**src/rtl/fan_in_fifo_if.sv**
```systemverilog
// Token types and the grouped link interface for the two-to-one message merger.
// The package lives here so the interface file is self-contained in any compile order.
package fan_in_fifo_pkg;
  localparam int WIDTH_DATA = 32;

  typedef struct packed {
    logic                  v;
    logic                  a;
    logic                  r;
    logic [WIDTH_DATA-1:0] d;
  } FTk_t;

  typedef struct packed {
    logic n;
  } BTk_t;
endpackage

interface fan_in_fifo_if;
  import fan_in_fifo_pkg::*;

  FTk_t       I_FTk0;
  BTk_t       O_BTk0;
  FTk_t       I_FTk1;
  BTk_t       O_BTk1;
  FTk_t       O_FTk;
  BTk_t       I_BTk;
  logic [1:0] O_Grt;
  logic       O_Err;

  modport master (
    output I_FTk0, I_FTk1, I_BTk,
    input  O_BTk0, O_BTk1, O_FTk, O_Grt, O_Err
  );

  modport slave (
    input  I_FTk0, I_FTk1, I_BTk,
    output O_BTk0, O_BTk1, O_FTk, O_Grt, O_Err
  );
endinterface

```
**src/rtl/fan_in_fifo.sv**
```systemverilog
// Two-to-one message merger: round-robin arbitration per message, output FIFO,
// per-port nack and sticky framing-error detection from the head length field.
module fan_in_fifo #(
  parameter int WIDTH_DATA   = 32,
  parameter int WIDTH_LENGTH = 8,
  parameter int DEPTH_FIFO   = 16
) (
  input logic          clock,
  input logic          reset,
  fan_in_fifo_if.slave bus
);
  localparam int AW = $clog2(DEPTH_FIFO);
  localparam int CW = AW + 1;
  localparam logic [CW-1:0] FULL = CW'(DEPTH_FIFO);

  typedef enum logic {IDLE, BUSY} state_t;

  state_t                  r_state;
  logic [1:0]              r_grt;
  logic                    r_ptr;
  logic                    r_inMsg;
  logic                    r_err;
  logic [WIDTH_LENGTH-1:0] r_cnt;
  logic [WIDTH_DATA+1:0]   r_mem [DEPTH_FIFO];
  logic [AW-1:0]           r_wptr;
  logic [AW-1:0]           r_rptr;
  logic [CW-1:0]           r_count;

  logic                    w_full, w_notEmpty, w_nack0, w_nack1;
  logic                    w_tokV, w_tokA, w_tokR;
  logic [WIDTH_DATA-1:0]   w_tokD;
  logic                    w_acc, w_pop, w_req0, w_req1, w_fErr;
  logic [WIDTH_LENGTH-1:0] w_cntDec, w_newCnt;
  logic [WIDTH_DATA+1:0]   w_head;

  assign w_full     = (r_count == FULL);
  assign w_notEmpty = (r_count != '0);

  // Nacks depend only on registered state so no input-to-nack path exists.
  assign w_nack0 = !(r_state == BUSY && r_grt[0] && !w_full);
  assign w_nack1 = !(r_state == BUSY && r_grt[1] && !w_full);

  assign w_tokV = r_grt[1] ? bus.I_FTk1.v : bus.I_FTk0.v;
  assign w_tokA = r_grt[1] ? bus.I_FTk1.a : bus.I_FTk0.a;
  assign w_tokR = r_grt[1] ? bus.I_FTk1.r : bus.I_FTk0.r;
  assign w_tokD = r_grt[1] ? bus.I_FTk1.d : bus.I_FTk0.d;

  assign w_acc  = (r_state == BUSY) && w_tokV && !w_full;
  assign w_pop  = w_notEmpty && !bus.I_BTk.n;
  assign w_req0 = bus.I_FTk0.v && bus.I_FTk0.a;
  assign w_req1 = bus.I_FTk1.v && bus.I_FTk1.a;

  // A head met mid-message is flagged but still reloads the length counter.
  assign w_cntDec = (r_cnt == '0) ? '0 : r_cnt - 1'b1;
  assign w_newCnt = w_tokA ? w_tokD[WIDTH_LENGTH-1:0] : w_cntDec;
  assign w_fErr   = (w_tokR && w_newCnt != '0) ||
                    (!w_tokA && r_cnt == '0) ||
                    (w_tokA && r_inMsg);

  always_ff @(posedge clock or posedge reset) begin
    if (reset) begin
      r_state <= IDLE;
      r_grt   <= 2'b00;
      r_ptr   <= 1'b0;
      r_inMsg <= 1'b0;
      r_err   <= 1'b0;
      r_cnt   <= '0;
    end else begin
      case (r_state)
        IDLE: begin
          if (w_req0 || w_req1) begin
            r_state <= BUSY;
            r_grt   <= (w_req0 && (!w_req1 || !r_ptr)) ? 2'b01 : 2'b10;
          end
        end
        BUSY: begin
          if (w_acc) begin
            r_cnt   <= w_newCnt;
            r_inMsg <= 1'b1;
            if (w_fErr) r_err <= 1'b1;
            if (w_tokR) begin
              r_state <= IDLE;
              r_grt   <= 2'b00;
              r_ptr   <= r_grt[0];
              r_inMsg <= 1'b0;
            end
          end
        end
        default: r_state <= IDLE;
      endcase
    end
  end

  always_ff @(posedge clock) begin
    if (w_acc) r_mem[r_wptr] <= {w_tokA, w_tokR, w_tokD};
  end

  always_ff @(posedge clock or posedge reset) begin
    if (reset) begin
      r_wptr  <= '0;
      r_rptr  <= '0;
      r_count <= '0;
    end else begin
      if (w_acc) r_wptr <= r_wptr + 1'b1;
      if (w_pop) r_rptr <= r_rptr + 1'b1;
      if (w_acc && !w_pop)      r_count <= r_count + 1'b1;
      else if (!w_acc && w_pop) r_count <= r_count - 1'b1;
    end
  end

  assign w_head     = r_mem[r_rptr];
  assign bus.O_FTk  = '{v: w_notEmpty,
                        a: w_notEmpty & w_head[WIDTH_DATA+1],
                        r: w_notEmpty & w_head[WIDTH_DATA],
                        d: w_notEmpty ? w_head[WIDTH_DATA-1:0] : '0};
  assign bus.O_BTk0 = '{n: w_nack0};
  assign bus.O_BTk1 = '{n: w_nack1};
  assign bus.O_Grt  = r_grt;
  assign bus.O_Err  = r_err;
endmodule

```
**src/flat_wrapper.sv**
```systemverilog
// flat-port wrapper written by rule: the top's interface ports become plain ports
module fan_in_fifo_flat 
#(
  parameter int WIDTH_DATA   = 32,
  parameter int WIDTH_LENGTH = 8,
  parameter int DEPTH_FIFO   = 16
)
  (clock, reset, bus_I_FTk0, bus_I_FTk1, bus_I_BTk, bus_O_BTk0, bus_O_BTk1, bus_O_FTk, bus_O_Grt, bus_O_Err);
  fan_in_fifo_if bus_i ();
  input logic clock;
  input logic reset;
  input wire logic [$bits(bus_i.I_FTk0)-1:0] bus_I_FTk0;
  input wire logic [$bits(bus_i.I_FTk1)-1:0] bus_I_FTk1;
  input wire logic [$bits(bus_i.I_BTk)-1:0] bus_I_BTk;
  output wire logic [$bits(bus_i.O_BTk0)-1:0] bus_O_BTk0;
  output wire logic [$bits(bus_i.O_BTk1)-1:0] bus_O_BTk1;
  output wire logic [$bits(bus_i.O_FTk)-1:0] bus_O_FTk;
  output wire logic [$bits(bus_i.O_Grt)-1:0] bus_O_Grt;
  output wire logic [$bits(bus_i.O_Err)-1:0] bus_O_Err;
  assign bus_i.I_FTk0 = bus_I_FTk0;
  assign bus_i.I_FTk1 = bus_I_FTk1;
  assign bus_i.I_BTk = bus_I_BTk;
  assign bus_O_BTk0 = bus_i.O_BTk0;
  assign bus_O_BTk1 = bus_i.O_BTk1;
  assign bus_O_FTk = bus_i.O_FTk;
  assign bus_O_Grt = bus_i.O_Grt;
  assign bus_O_Err = bus_i.O_Err;
  fan_in_fifo #(.WIDTH_DATA(WIDTH_DATA), .WIDTH_LENGTH(WIDTH_LENGTH), .DEPTH_FIFO(DEPTH_FIFO)) u_core (.clock(clock), .reset(reset), .bus(bus_i));
endmodule
```
**config.mk**
```make
export PLATFORM = sky130hd
export DESIGN_NAME = fan_in_fifo_flat
export DESIGN_NICKNAME = d
export VERILOG_FILES = /design/src/rtl/fan_in_fifo_if.sv /design/src/rtl/fan_in_fifo.sv /design/src/flat_wrapper.sv
export SDC_FILE = /design/constraint.sdc
export NUM_CORES = 1
export LEC_CHECK = 0
export ABC_AREA = 1
export CORE_UTILIZATION = 55
export DETAILED_ROUTE_END_ITERATION = 10
export PLACE_DENSITY = 0.71
export RECOVER_POWER = 25
export SLEW_MARGIN = 20
export SYNTH_ARGS = -nofsm -noshare
export SYNTH_HDL_FRONTEND = slang
export SYNTH_SLANG_ARGS = --single-unit
```
**constraint.sdc**
```tcl
create_clock -name clock -period 4.75 [get_ports clock]
set_clock_uncertainty 0.05 [all_clocks]
set_input_delay 0.95 -clock clock [delete_from_list [all_inputs] [get_ports clock]]
set_output_delay 0.95 -clock clock [all_outputs]
set_load 0.01 [all_outputs]
```
==> metrics.yaml, run 1 <==
status: "complete, but fails checks"
violations: "capacitance limit, slew limit"
antenna_cells: 0
vias_per_cell: 6.29
fin_ws_ns: 0.130
worstPathMaxFanout: 29
max_stage_delay_ns: 1.66
grt_pass1_wl_um: 88700
drtAntennaViolNets: 0
synth_edf_count: 544
netlist.area_leader.share_pct: 70.4
pin_count: 113
syn-instance-count: 1776
min_period_over_period_pct: 97.3
core_area_um2: 41200
drv_cap: 2
yosysWarnings: 0
rsz0062_at_grt: "false"
cp-endpoint: "bus_O_Grt[1]"
cts_hold_buf: 0
r2r_slack_ns: 0.78
tightest_slew_ns: 2.82
hold_start: "u_core.r_cnt[0]"
wl_per_cell_um: 23.8
root_buffer: "clkbuf_16"
final_common_cell: "edfxtp_1"
tns_ns: 0
fin_util_pct: 65.0
first_iter_violations: 1713
syn_nets: 1861
drive_gt1_share_pct: 8.01
leakage_nw: 8.76
syn_to_final_growth_pct: 15.4
ff2ff_path_depth: 8
antenna_found_initial: 1
async_flop_share_pct: 4.73
powerDensity_nw_per_um2: 647
ys.flop_type: "edfxtp_1"
slowest_stage: "clkbuf_1"
avgSynthCellArea_um2: 13.1
drv_slew: 56
crit_chain: "clkbuf_1 > clkdlybuf4s50_1"
r2r-end: "u_core.bus.O_Err"
fin_cells: 2442
hold_violations: 0
grtUsageTotal_pct: 27.3
crit_cells: 2
ctsResizeCount: 0
cts_made_buffers: 55
clock_path_buffers: 3
insertion_delay_ns: 0.60
final_nets: 1955
slew_headroom_pct: -90.1
dp_slack_ns: 0.858
dieArea_um2: 43000
die_h_um: 207
dp.cells: 2344
drt_pass1_iterations: 5
seq_area_um2: 17000
die_w_um: 207
drc: 0
cts.reportedPaths.clkPinSlew_ns: 0.06
yosys-top-cells-area: "edfxtp_1, nor2_1, o21ai_0"
worstPathRequired_ns: 3.75
routed_wl_um: 58200
num_vias: 15400
rows: 74
synth_largest_area_cell: "edfxtp_1"
endpoint_kind: "output pin"
multiInputGateArea_um2: 5520
period_minus_slack_ns: 4.62
nFillCells: 2914
timing.critical_path.from: "u_core.bus.O_Grt[1]"
critPathKind: "flip-flop to output pin"
cts_tree: "yes"
cpLargestDelayFamily: "buffers and inverters"
finalSetupViolations: 0
ys_types: 33
yosys_register_bits: 571
grt_overflow_total: 0
layout_common_cells: "edfxtp_1, nor2_1, o21ai_0"
min_path_type: "flip-flop to flip-flop"
grt_max_degree: 70
crit_buf_inv: 2
routabilityCongestion: 0.812
grt_pass1_vias: 15100
mappedNetlistArea_um2: 23200
yosysSeqAreaShare_pct: 73.3
arrival_ns: 3.62
max_clock_freq_mhz: 216
htreeDepth: 2
start_kind: "flip-flop"
cts_sinks: 571
vdd.ir_drop.worst_v: 0.000380
start_util_pct: 56.3
port_buffers: 112
dpl.hpwl_um: 31300
r2r_start: "u_core.bus.O_Grt[1]"
-- metal layers --
layer | vias to the layer above | share of wire (%) | track usage (%)
li1 | 6822 | - | -
met1 | 7641 | 40 | 37.4
met2 | 756 | 48 | 44.5
met3 | 135 | 8.0 | 3.92
met4 | 2 | 3.4 | 10.8
met5 | - | 0.014 | 0
-- worst reg2reg max path, cell delays in order, from the launching register on --
cell,delay (ns)
dfrtp_2,0.50
o21ai_0,2.14
nor2_1,0.40
a21oi_1,0.36
nand2_1,0.08
nor2_1,0.12
nand3_1,0.08
nand2_1,0.07
nand2_1,0.06
-- sequential cells by signal (all words and copies together) (netlist names) --
signal / cells
u_core.r_cnt: 8
u_core.r_rptr: 4
u_core.bus.O_Err: 1
u_core.r_ptr: 1
u_core.r_state: 1
u_core.r_mem: 544
u_core.r_inMsg: 1
u_core.r_wptr: 4
u_core.bus.O_Grt: 2
u_core.r_count: 5
-- worst min path at each step --
| stage | to | slack (ns) | depth (start not counted) |
|---|---|---|---|
| CTS | u_core.r_cnt[0] | 0.44 | 2 |
| detailed placement | u_core.r_cnt[0] | 0.43 | 2 |
| global placement | u_core.r_cnt[0] | 0.42 | 2 |
| global route | u_core.r_count[4] | 0.48 | 1 |
| floorplan | u_core.r_cnt[0] | 0.40 | 2 |
| finish | u_core.r_cnt[0] | 0.44 | 2 |
-- Yosys cell counts (3+ instances only) --
library cell and number:
nand4_1 3, nand3_1 63, buf_6 6, o22ai_1 36, ha_1 11, inv_2 5
nand2_1 77, inv_1 39, nor2_1 344, buf_4 6, buf_1 3, edfxtp_1 544
o21ai_1 67, buf_2 46, dfrtp_1 27, o221ai_1 100, o21ai_0 247, a21oi_1 38
mux2_2 28, clkbuf_1 51, clkbuf_2 11, xor2_1 9
-- power breakdown --
group,switching (W),internal (W),leakage [nW]
clock network,0.00180,0.00235,0.812
registers,0.000307,0.00640,5.22
logic,0.00425,0.00223,2.72
-- cell type report --
class	instances	share of cell area (%)
clock buffers	72	5.41
flip-flops and latches	571	63.5
well taps	532	2.49
repair buffers	160	6.41
clock inverters	25	0.869
inverters	46	0.668
multi-input cells	1036	20.6
-- kinds of logic after synthesis --
family                   share of synthesized area, %
AO/OA/AOI/OAI                                    12.6
XOR/XNOR                                        0.377
adder cells (fa/ha/maj)                         0.679
buffers and inverters                            3.33
flip-flops                                       73.3
multiplexers                                     1.36
AND/OR/NAND/NOR                                  8.40
-- metrics by stage --
step	area [um2]	hold WS, ns	total power (W)
detailed placement	25100	0.427	0.0132
CTS	26800	0.442	0.0173
global route	26800	0.481	0.0182
finish	26800	0.441	0.0173
floorplan	23200	0.403	0.0107
global placement	25100	0.425	0.0130
-- repair_timing --
action | in CTS | in global routing
hold endpoints to repair | 0 | 0
buffers inserted | 0 | 1
endpoints found under the setup margin | 0 | 1
Power figures use the tool's default switching activity.
==> inputs of run 2 (changes only) <==
- HOLD_SLACK_MARGIN: unset -> 0.06
==> results of run 2 <==
No change in the layout: final DEF, timing and power equal those of run 1.
==> RTL edit 1 (config.mk and constraints of run 1) <==
`DEPTH_FIFO` is set to 16 in 2 places; all go to 8.
--- a/src/rtl/fan_in_fifo.sv
+++ b/src/rtl/fan_in_fifo.sv
@@ -4,5 +4,5 @@
   parameter int WIDTH_DATA   = 32,
   parameter int WIDTH_LENGTH = 8,
-  parameter int DEPTH_FIFO   = 16
+  parameter int DEPTH_FIFO   = 8
 ) (
   input logic          clock,
--- a/src/flat_wrapper.sv
+++ b/src/flat_wrapper.sv
@@ -4,5 +4,5 @@
   parameter int WIDTH_DATA   = 32,
   parameter int WIDTH_LENGTH = 8,
-  parameter int DEPTH_FIFO   = 16
+  parameter int DEPTH_FIFO   = 8
 )
   (clock, reset, bus_I_FTk0, bus_I_FTk1, bus_I_BTk, bus_O_BTk0, bus_O_BTk1, bus_O_FTk, bus_O_Grt, bus_O_Err);
Function: no difference found for any inputs over 4 cycles, from zero or initial values and one cycle with reset high; that may be too few to reach the edited logic, so the function may still have changed.
==> RTL edit 1 against run 1 <==
Largest cell class unchanged. Wire length is 52% lower. Critical path type unchanged. Non-clock buffer count is 25 lower. Count of clock-buffer cells in the layout is 38 lower. Sequential cell count is 275 lower. Cell area is 45% lower. Total power is 41% lower. Synthesized area is 47% lower. Setup slack better by 0.46 ns. The run still ends with capacitance limit, slew limit left. Final cell count is 39% lower.
==> RTL edit 1: results <==
outcome:
  status: "complete, but fails checks"
  violations: "capacitance limit, slew limit"
timing:
  relSlewSlack_pct: -12.0
  finalMaxSlewViolations: 40
placement:
  placed_cell_area_sq_um: 13800
  dp_worst_setup_slack_ns: 1.07
  dpl.hpwl_um: 16000
  io_buffers: 112
  place.gp.congestion: 0.843
clock_network:
  cts_setup_buffers: 0
  post_cts_resized: 0
  clk_latency_ns: 0.54
  clkTransAtPathRegs_ns: 0.06
  numCtsBuffers: 29
  h-tree-depth: 1
  clock_path_buffers: 3
run:
  cap_violations: 1
drt:
  post_drt_wl_per_cell_um: 18.7
  routed_via_density: 5.70
  dr.pass1.iters: 5
  first_iter_violations: 801
global_route:
  grt_start_max_net_pins: 87
  grt_pass1_vias: 8288
  antenna_found_initial: 0
  grt_pass1_wl_um: 44200
  grt_usage_pct: 24.3
min_path:
  hp-class: "reg -> reg"
finish:
  drive_above_1_share_pct: 6.88
  reg_top3: "u_core.r_mem (272), u_core.r_cnt (8), u_core.r_count (4)"
  antenna_cells: 0
  finalNetCount: 1266
logic_synthesis:
  ys_seq_area_share_pct: 71.0
  ys_top_cells_by_area: "edfxtp_1, nor2_1, o21ai_0, dfrtp_1, nand2_1"
  synthXorXnorAreaFrac_pct: 0.638
  synth-edff-count: 272
  synthArstFlopShare_pct: 8.11
  synth_compound_gate_area_share_pct: 11.6
  syn_nets: 1162
  yosysUniqueCellTypes: 34
  muxShareOfSynthArea_pct: 0.172
  post_synth_fa_ha_maj_area_fraction_pct: 0.871
  netlist_top_cells_count: "edfxtp_1, nor2_1, o21ai_0"
worst_setup_path:
  critPathArrivalTime_ns: 3.16
  crit_fanout: 15
power_and_ir_drop:
  leakage_nw: 5.23
  peakVddDrop_mv: 0.456
-- RTL edit 1: cell count changes after synthesis, sizes merged, moves of 33 or more --
cell and delta:
a21oi -35, a31oi +33, buf -39, edfxtp -272
nand2 +75, nand3 -49, nor2 -108, o21ai -125
o221ai -100
-- RTL edit 1: power breakdown --
| part | total, mW | switching [mW] | internal (mW) |
|---|---|---|---|
| Combinational | 4.05 | 2.57 | 1.48 |
| Sequential | 3.83 | 0.219 | 3.61 |
| Clock | 2.26 | 0.931 | 1.33 |
| Total | 10.2 | 3.72 | 6.43 |
-- RTL edit 1: kinds of logic after synthesis --
group	Yosys count
and+or+nand+nor	406
DFF	296
AOI/OAI and AO/OA	265
buffers and inverters	95
xor gates and xnor gates	9
adders and majority gates	8
muxes	2
-- RTL edit 1: per-stage QoR --
stage,total power [mW],std cells,utilization [%]
after global routing,10.8,1487,67.5
after detailed placement,7.93,1434,63.2
final,10.2,1487,67.5
after floorplan,6.27,1081,-
after global placement,7.85,1434,63.2
after CTS,10.2,1487,67.5
-- RTL edit 1: worst max-delay path, stage by stage (launching register included) --
cell and delay [ns]:
dfrtp_1 0.44, nor2_1 0.09, nand3_1 0.49, clkbuf_1 0.56, o21ai_0 0.25, a31oi_1 0.22, clkdlybuf4s50_1 0.56
-- RTL edit 1: path summary, 6_finish.rpt --
| kind | startpoint | to | slack [ns] | depth (start not counted) |
|---|---|---|---|---|
| min reg2reg | u_core.bus.O_Err | u_core.bus.O_Err | 0.43 | 2 |
| min | u_core.bus.O_Err | u_core.bus.O_Err | 0.43 | 2 |
| max | u_core.r_count[0] | bus_O_FTk[3] | 0.59 | 6 |
| max reg2reg | u_core.bus.O_Grt[1] | u_core.r_mem[2][12] | 0.85 | 7 |
| max in group asynchronous | reset | u_core.r_rptr[0] | 2.89 | 2 |
| min in group asynchronous | reset | u_core.bus.O_Grt[0] | 1.04 | 2 |
-- RTL edit 1: area by class of cell --
type                            instances  area (sq um)
Timing Repair Buffer                  135          1330
Clock buffer                           34           744
Inverter                               33           129
Clock inverter                         19           195
Sequential cell                       296          8770
Multi-Input combinational cell        690          3250
Tap cell                              280           350
Fill cell                            1645          7120
-- RTL edit 1: per-layer routing --
metal | share of wire (%) | global-route usage, % | up-vias
li1 | - | - | 4034
met1 | 43 | 33.9 | 4091
met2 | 49 | 40.2 | 317
met3 | 6.4 | 3.48 | 33
met4 | 1.8 | 6.71 | 0
met5 | 0 | 0 | -
==> RTL edit 2 (config.mk and constraints of run 1) <==
Made on the original files. Compare `r_count` against `FULL` with >= in place of ==.
--- a/src/rtl/fan_in_fifo.sv
+++ b/src/rtl/fan_in_fifo.sv
@@ -34,5 +34,5 @@
   logic [WIDTH_DATA+1:0]   w_head;
 
-  assign w_full     = (r_count == FULL);
+  assign w_full     = (r_count >= FULL);
   assign w_notEmpty = (r_count != '0);
 
Check against the original RTL: no difference found for any inputs over 4 cycles, from zero or initial values and one cycle with reset high; that may be too few to reach the edited logic, so the function may still have changed.
==> RTL edit 2 against run 1 <==
The run still ends with capacitance limit, slew limit left. Die area hardly changed. Cell area fell by 0.22%. Synthesized area hardly changed. Wire length is 0.85% lower. Maximum frequency up 2.5%. Sequential cell count stayed put. Setup slack gained 0.11 ns. Critical path depth grew 4. Total power is 1.7% lower. Largest power group unchanged. Highest routed layer is now met4.
==> RTL edit 2: results <==
outcome:
  status: "complete, but fails checks"
  violations: "capacitance limit, slew limit"
run:
  cap_violations: 1
placement:
  dp_worst_setup_slack_ns: 0.960
  dpl.hpwl_um: 31100
  placed_cell_area_sq_um: 25000
  place.gp.congestion: 0.850
  placed_cells: 2390
power_and_ir_drop:
  leakage_nw: 8.88
  sw_frac_of_total_pct: 36.5
  clk-power_mw: 4.25
  peakVddDrop_mv: 0.553
  p_int_mw: 10.8
  powerComb_mw: 6.31
logic_synthesis:
  netlist_top_cells_count: "edfxtp_1, nor2_1, o21ai_0"
  synthXorXnorAreaFrac_pct: 0.378
  ys_top_cells_by_area: "edfxtp_1, o21ai_0, nor2_1, o221ai_1, dfrtp_1"
  yosysUniqueCellTypes: 34
  syn_inst: 1828
  syn_nets: 1913
  ys_seq_area_share_pct: 73.3
  muxShareOfSynthArea_pct: 0
  synth_compound_gate_area_share_pct: 12.4
drt:
  wirelength_um: 57700
  met3_length_um: 4870
  post_drt_wl_per_cell_um: 23.1
  first_iter_violations: 1776
  met1_length_um: 24200
  topRoutingLayerUsed: "met4"
  routed_via_density: 6.20
  dr_wl_met2_um: 27300
worst_setup_path:
  cp-endpoint: "bus_O_FTk[16]"
  crit_path_max_incr_delay_ns: 1.20
  slowest_stage: "nor2_1"
  reg2reg_to: "u_core.r_mem[1][26]"
  critPathArrivalTime_ns: 3.51
  reg2reg_depth: 6
  setup.worst_path.start: "u_core.r_count[0]"
  crit_fanout: 12
  critical-path-top-delay-family: "simple AND/OR/NAND/NOR gates"
min_path:
  hold_path.startpoint: "u_core.bus.O_Err"
  hold_path_end: "u_core.bus.O_Err"
global_route:
  grt_start_max_net_pins: 187
  grt_pass1_wl_um: 88400
  grt_pass1_vias: 15041
  grt_usage_pct: 26.9
  antenna_found_initial: 0
finish:
  antenna_cells: 0
  fillers: 2984
  drive_above_1_share_pct: 7.70
  finalNetCount: 2001
timing:
  period_minus_slack_ns: 4.51
  finalMaxSlewViolations: 13
  tightest_slew_ns: 1.63
  holdWs_ns: 0.419
clock_network:
  numCtsBuffers: 56
  cts_setup_buffers: 0
[RTL edit 2: changes by cell type after synthesis, sizes merged, moves of 3 or more]
| cell | delta |
|---|---|
| a21oi | +3 |
| clkbuf | +4 |
| inv | -9 |
| mux2 | -28 |
| nand2 | +96 |
| o21ai | -10 |
| o221ai | +4 |
| o22ai | -3 |
[RTL edit 2: final cells by class]
class,count,area share (%)
Clock buffer,75,5.66
Timing Repair Buffer,155,5.92
Sequential cell,571,63.7
Tap cell,532,2.49
Inverter,38,0.557
Clock inverter,28,0.885
Multi-Input combinational cell,1094,20.8
[RTL edit 2: layer usage]
| layer | vias up | global-route usage (%) |
|---|---|---|
| met5 | - | 0 |
| met4 | 0 | 7.72 |
| met3 | 104 | 4.25 |
| met2 | 769 | 43.8 |
| met1 | 7641 | 38.0 |
| li1 | 6946 | - |
